$ cat src/rtl/mips_pkg.sv
// Shared constants and types for the MIPS register file slice.
package mips_pkg;

    localparam int DW = 32;
    localparam int AW = 5;

    localparam logic [4:0] REG_ZERO = 5'd0;
    localparam logic [4:0] REG_RA   = 5'd31;

    typedef logic [AW-1:0] reg_addr_t;

endpackage : mips_pkg

$ cat src/rtl/mips_sb_pending.sv
// Pending-write scoreboard: one bit per register, set at issue and cleared at
// write-back. Also provides the busy lookup for the two read ports.
module mips_sb_pending
    import mips_pkg::*;
#(
    parameter int AW     = mips_pkg::AW,
    parameter int BYPASS = 1
) (
    input  logic          clk,
    input  logic          rst_n,
    input  logic          issue_valid,
    input  logic [AW-1:0] issue_wa,
    input  logic          we,
    input  logic [AW-1:0] wa,
    input  logic          flush,
    input  logic [AW-1:0] ra1,
    input  logic [AW-1:0] ra2,
    output logic          busy1,
    output logic          busy2
);

    localparam int NREG = 2 ** AW;
    localparam logic [AW-1:0] ZERO_ADDR = AW'(REG_ZERO);

    logic [NREG-1:0] r_pending;
    logic [NREG-1:0] w_pending_next;
    logic            w_set;
    logic            w_clr;
    logic            w_sat1;
    logic            w_sat2;

    assign w_set = issue_valid && (issue_wa != ZERO_ADDR);
    assign w_clr = we && (wa != ZERO_ADDR);

    // Apply flush, then clear, then set, so a new issue always wins over both.
    always_comb begin
        w_pending_next = flush ? '0 : r_pending;
        if (w_clr) begin
            w_pending_next[wa] = 1'b0;
        end
        if (w_set) begin
            w_pending_next[issue_wa] = 1'b1;
        end
    end

    always_ff @(posedge clk or negedge rst_n) begin
        if (!rst_n) begin
            r_pending <= '0;
        end else begin
            r_pending <= w_pending_next;
        end
    end

    assign w_sat1 = (BYPASS != 0) && we && (wa == ra1);
    assign w_sat2 = (BYPASS != 0) && we && (wa == ra2);

    assign busy1 = r_pending[ra1] && !w_sat1;
    assign busy2 = r_pending[ra2] && !w_sat2;

endmodule : mips_sb_pending

$ cat src/rtl/mips_regfile_sb.sv
// 32x32 MIPS register file with two combinational read ports, one write port,
// optional write-to-read forwarding and a pending-write scoreboard.
module mips_regfile_sb
    import mips_pkg::*;
#(
    parameter int DW     = mips_pkg::DW,
    parameter int AW     = mips_pkg::AW,
    parameter int BYPASS = 1
) (
    input  logic          clk,
    input  logic          rst_n,
    input  logic [AW-1:0] ra1,
    input  logic [AW-1:0] ra2,
    output logic [DW-1:0] rd1,
    output logic [DW-1:0] rd2,
    input  logic          we,
    input  logic [AW-1:0] wa,
    input  logic [DW-1:0] wd,
    input  logic          issue_valid,
    input  logic [AW-1:0] issue_wa,
    input  logic          flush,
    output logic          busy1,
    output logic          busy2
);

    localparam int NREG = 2 ** AW;
    localparam logic [AW-1:0] ZERO_ADDR = AW'(REG_ZERO);

    logic [DW-1:0] r_regs [NREG];
    logic          w_wr;
    logic          w_byp1;
    logic          w_byp2;

    assign w_wr = we && (wa != ZERO_ADDR);

    // Register 0 is never written, so it stays at its reset value of zero.
    always_ff @(posedge clk or negedge rst_n) begin
        if (!rst_n) begin
            for (int i = 0; i < NREG; i++) begin
                r_regs[i] <= '0;
            end
        end else if (w_wr) begin
            r_regs[wa] <= wd;
        end
    end

    assign w_byp1 = (BYPASS != 0) && w_wr && (wa == ra1);
    assign w_byp2 = (BYPASS != 0) && w_wr && (wa == ra2);

    always_comb begin
        rd1 = '0;
        rd2 = '0;
        if (ra1 != ZERO_ADDR) begin
            rd1 = w_byp1 ? wd : r_regs[ra1];
        end
        if (ra2 != ZERO_ADDR) begin
            rd2 = w_byp2 ? wd : r_regs[ra2];
        end
    end

    mips_sb_pending #(
        .AW     (AW),
        .BYPASS (BYPASS)
    ) u_pending (
        .clk         (clk),
        .rst_n       (rst_n),
        .issue_valid (issue_valid),
        .issue_wa    (issue_wa),
        .we          (we),
        .wa          (wa),
        .flush       (flush),
        .ra1         (ra1),
        .ra2         (ra2),
        .busy1       (busy1),
        .busy2       (busy2)
    );

endmodule : mips_regfile_sb

$ cat config.mk
export PLATFORM = sky130hd
export DESIGN_NAME = mips_regfile_sb
export DESIGN_NICKNAME = d
export VERILOG_FILES = /design/src/rtl/mips_pkg.sv /design/src/rtl/mips_sb_pending.sv /design/src/rtl/mips_regfile_sb.sv
export SDC_FILE = /design/constraint.sdc
export NUM_CORES = 2
export LEC_CHECK = 0
export ABC_CLOCK_PERIOD_IN_PS = 5040
export CORE_MARGIN = 8
export CORE_UTILIZATION = 40
export DETAILED_ROUTE_END_ITERATION = 8
export DONT_BUFFER_PORTS = 1
export PLACE_DENSITY = 0.52
export SKIP_CTS_REPAIR_TIMING = 1
export SLEW_MARGIN = 20
export SYNTH_ARGS = -nofsm -noshare
export SYNTH_HDL_FRONTEND = slang
export SYNTH_SLANG_ARGS = --single-unit
export TNS_END_PERCENT = 20
$ cat constraint.sdc
create_clock -name clk -period 5.04 [get_ports clk]
set_input_delay 0.252 -clock clk [delete_from_list [all_inputs] [get_ports clk]]
set_output_delay 0.252 -clock clk [all_outputs]
set_load 0.01 [all_outputs]
# == Word level (Yosys, flattened, before mapping) ==
# Index checks and enable logic that the tools add are counted.
# totals
output_inout_bits,66
register_bits,1056
wordCells,92
# op_classes
eq_ne,2
n_lt_le_gt_ge,10
bitwise_logic,6
reduce_logical,17
muxes,24
# op_table
operator,n
1024-bit bitwise mux,1
32-bit two-way mux,12
32-bit binary-select mux with 5-bit select,2
32-bit demux with 5-bit select,1
32-bit bitwise AND,1
32-bit NOT,1
32-bit bitwise OR,1
5-bit by 6-bit < comparator with 1-bit output (second input constant),4
5-bit nonzero test,4
6-bit greater-or-equal comparator (second input constant),3
5-bit NOT with 6-bit output,3
1-bit logical AND,11
1-bit binary-select mux with 5-bit select,2
1-bit demux with 5-bit select,2
5-bit == test,2
5-bit by 1-bit greater-or-equal comparator with 1-bit output (second input constant),2
6-bit by 1-bit < comparator with 1-bit output (second input constant),1
1-bit two-way mux,4
1-bit logical NOT,2

# == Depth between registers and ports, before layout ==
# depth
word_depth,9
depth_mapped,10

# == Cells and area by module ==
# Synthesis repeated with hierarchy kept, for this count alone.
# unflattened
cells_unflattened,3974
area_unflattened_um2,57094.8
# by_module_without_submodules
mod,instances,cells_each,area_per_inst_um2,seq_area_each_um2
mips_regfile_sb,1,3741,54817.6,25624.6
mips_sb_pending,1,233,2277.2,800.8

# == Worst setup path after synthesis ==
# OpenSTA, ideal clock, no wires.
# synth_timing
kind,input port to output port
from,input ra2[0]
to,output rd2[14]
setup_slack_ns,2.782
arrival_time_ns,2.006
cell_stages,6
t_required_ns,4.788
path_cell_list,buf_4 buf_4 buf_2 mux4_2 a2111oi_0 o31ai_1
# synth_via
elab_chain_len,6
# synth_rtl
element,line_no,rtl
"start, declared",mips_regfile_sb.sv:13,"input logic [AW-1:0] ra2,"
5-bit NOT with 6-bit output (implied by the code),mips_regfile_sb.sv:57,rd2 = w_byp2 ? wd : r_regs[ra2];
32-bit binary-select mux with 5-bit select,mips_regfile_sb.sv:57,
32-bit two-way mux (implied by the code) (2 in series),mips_regfile_sb.sv:57,
32-bit two-way mux,mips_regfile_sb.sv:57,
32-bit two-way mux *,mips_regfile_sb.sv:56,if (ra2 != ZERO_ADDR) begin
"end, declared",mips_regfile_sb.sv:15,"output logic [DW-1:0] rd2,"
# Every way passes the cells marked *; elsewhere a longest branch is shown, timed or not. The select of a mux whose other input is x is not followed.

# == Worst setup path after layout ==
# layout_timing
from,input ra1[0]
to,output rd1[12]
# layout_via
elab_chain_len,6
# layout_rtl
element,line_no,rtl
"start, declared",mips_regfile_sb.sv:12,"input logic [AW-1:0] ra1,"
5-bit NOT with 6-bit output (implied by the code),mips_regfile_sb.sv:54,rd1 = w_byp1 ? wd : r_regs[ra1];
32-bit binary-select mux with 5-bit select,mips_regfile_sb.sv:54,
32-bit two-way mux (implied by the code) (2 in series),mips_regfile_sb.sv:54,
32-bit two-way mux,mips_regfile_sb.sv:54,
32-bit two-way mux *,mips_regfile_sb.sv:53,if (ra1 != ZERO_ADDR) begin
"end, declared",mips_regfile_sb.sv:14,"output logic [DW-1:0] rd1,"
# Marks and branches as above.

==> results.md <==
* Clock Skew at 0 ns
* P&R area growth vs syn at 12.1%
* Crit-path max FO at 168
* R2R Path End: r_regs[412]
* Remaining DRCs at 0
* P_sw at 6.78 mW
* CP delay by family, top: buffers and inverters
* Status: finished clean
* DIE AREA at 155000 um2
* RSZ-0062 raised after global routing: false
* Max transition margin at 0.154
* Total clock sinks at 1056
* Drt pass-1 iters at 6
* Placed standard-cell area at 58100 um2
* Routability congestion estimate at 0.778
* Syn_area_per_cell at around 14 um2
* PD cells at around 390 nW/um2
* Hold crit path type: in -> reg
* Arr. time, crit path at 3.84 ns
* HP Start: issue_wa[0]
* WHS Path Cells at 2
* Yosys warns at 0
* Post-synthesis net count at 4059
* Top-area cell type share of the netlist area at 0.464
* Final setup viols at 0
* WL per Instance at 35.6 um
* Post-DR vias/cell at 6.39
* TritonCTS clock tree: built
* Reg2reg setup slack at 3.67 ns
* Top FF cell, synth: dfrtp_1
* First-pass GRT wire length at 292 mm
* Clk pin slew, worst setup/hold paths at 0.06 ns
* Initial cell density of the core at 0.402
* Vias post-DR at roughly 37000
* Hold Vio Cnt, Final at 0
* Pin count of the biggest net entering global routing at 369
* Bufs and invs on worst path at 2
* Max Clk Rate at approximately 240 MHz
* Buffers on Ports at 0
* Site Rows at around 140
* Critical path depth at 7
* Fraction of layout cells with a size suffix above 1 at 0.482
* Asr flop ratio synth at 1.00
* Synth top area cells: dfrtp_1 46%, mux2_2 23%, mux4_2 16%, mux2i_1 2.6%, clkbuf_1 1.8%
* #FFs+latches synth at 1056
* Worst setup EP type: output pin
* Reg2reg start: r_regs[412]
* Reg2reg path depth at 2
* Pleak at 27.2 nW
* CORE AREA at between 100000 and 150000 um2
* MaxCap Viol Count at 0
* Sequential power share at 0.444
* Total number of H-tree levels at 3
* VDD IR max at approximately 0.00028 V
* DR iter-0 viols at 3601
* Worst path cell trace: buf_16, buf_16, mux4_2, mux2i_1, o22ai_1, a21oi_1, a21oi_1
* Worst Hold Path EP: u_pending.r_pending[25]
* Nets at 3904
* Cell count after synthesis at about 4000
* GRT overflow at 0
* Post-synthesis cell area at about 57000 um2
* Fin area at approximately 64000 um2
* ANT nets after route at 0
* EDFF count, synth at 0
* Fin crit share at 0.811
* Post-synthesis sequential area ratio at 0.464
* Hpwl dp at 111 mm
* Clock tree root driver cell: clkbuf_16
* Die height at 393 um
* Utilization after layout at 0.451
* Internal Power at approximately 18 mW
* Peak per-stage delay on the critical path at 0.83 ns
* Required time worst endpoint at around 4.8 ns
* Longest Clk Path Bufs at 3
* Clk Latency, worst-skew pair at 0.74 ns
* Post-synthesis cell type count at 56
* Number of global-route vias before repair at roughly 37000
* Worst-Margin Slew at 1.27 ns
* Critical Path Source Type: input pin
* Largest area contributor in the netlist: dfrtp_1
* Antenna violations before repair at 20
* Min Tclk post-route at 4.09 ns
* CP max stage cell: buf_16
* Final wirelength at 208 mm
* Die W at approximately 390 um
* Fin. max-slew vios at 0
* Type of the worst setup path: in -> out
* Comb pwr share at 0.195
* Clock share of power at 0.361
* IO Count at 123
* GRT Util Overall at 0.261
* Switching share of power at 0.270
* TritonCTS buffer count at 120
* Fillcell total at between 10000 and 15000
* Setup TNS at 0 ns
==> per-stage QoR <==
stage                     setup WS, ns  hold slack [ns]  power (mW)  cells
after global placement            1.46          -0.0260        15.6   5499
after detailed placement          1.72          -0.0259        15.7   5500
after floorplan                   2.78          -0.0436        14.7   4002
after global routing             0.803           0.0261        26.1   5839
final                            0.953           0.0287        25.1   5848
after CTS                         1.71           -0.822        24.8   5718
==> sequential cells by signal, indices dropped and copies added (netlist names) <==
name / cells
u_pending.r_pending: 32
r_regs: 1024
==> synth_stat cells (12+ instances only) <==
library cell,instances
a2111oi_0,24
a211oi_1,33
a21oi_1,44
a221o_1,18
a22oi_1,93
a32o_1,23
buf_1,47
buf_2,81
buf_4,48
buf_6,12
clkbuf_1,271
dfrtp_1,1056
inv_1,17
mux2_2,1143
mux2i_1,149
mux4_2,396
nand2_1,90
nand3_1,26
nand3b_1,22
nor2_1,50
nor2b_1,29
nor3_1,34
o21ai_0,47
o221ai_1,36
o22ai_1,77
o32ai_1,16
==> worst max-delay path by stage <==
stage | to | slack, ns | from
finish | rd1[12] | 0.95 | ra1[0]
global route | rd1[12] | 0.80 | ra1[0]
CTS | rd2[14] | 1.71 | wa[3]
detailed placement | rd2[14] | 1.72 | wa[3]
global placement | rd2[14] | 1.46 | wa[3]
floorplan | rd2[14] | 2.78 | ra2[0]
==> worst register-to-register path, stage by stage (launching register included) <==
cell and delay (ns):
dfrtp_1 0.40, mux2_2 0.28, dlygate4sd3_1 0.58
==> cell usage in the layout, fill, tap and decap left out, types with 35 or more instances in the layout <==
master,instances
mux2_2,1143
dfrtp_1,1056
mux4_2,396
mux2i_1,149
clkbuf_16,121
a22oi_1,93
dlygate4sd3_1,78
o22ai_1,77
nand2_1,74
buf_4,59
o21ai_0,47
a21oi_1,44
o221ai_1,36
clkbuf_8,36
nor2_1,35
==> power groups by stage <==
stage | Sequential [mW] | Combinational [mW] | Clock, mW
floorplan | 10.9 | 3.79 | 0
global placement | 11.2 | 4.42 | 0
detailed placement | 11.3 | 4.48 | 0
CTS | 11.1 | 4.50 | 9.20
global route | 11.4 | 5.21 | 9.54
finish | 11.1 | 4.88 | 9.05
==> layer usage <==
layer	global-route usage	wire (um)
met5	0	13
met4	0.0770	6620
met3	0.0600	15700
met2	0.409	95700
met1	0.362	90200
==> cell type report <==
cell class | instances | area (um2) | area share
sequential | 1056 | 26400 | 0.414
clock buffer | 176 | 3590 | 0.0564
timing repair buffer | 182 | 2210 | 0.0347
tap | 1890 | 2360 | 0.0371
multi-input combinational | 2469 | 28600 | 0.449
clock inverter | 42 | 440 | 0.00690
inverter | 18 | 67.6 | 0.00106
antenna | 15 | 37.5 | 0.000588
==> kinds of logic (layout without fill, tap and decap cells) <==
| family | Yosys count | after routing | synth area share |
|---|---|---|---|
| simple gates | 315 | 315 | 0.0285 |
| other cells | 0 | 15 | 0 |
| compound gates | 456 | 456 | 0.0585 |
| buf+inv | 477 | 418 | 0.0380 |
| mux | 1688 | 1688 | 0.409 |
| flops | 1056 | 1056 | 0.464 |
| xor+xnor | 10 | 10 | 0.00154 |
Note: power is estimated with default switching activity, not from simulation.
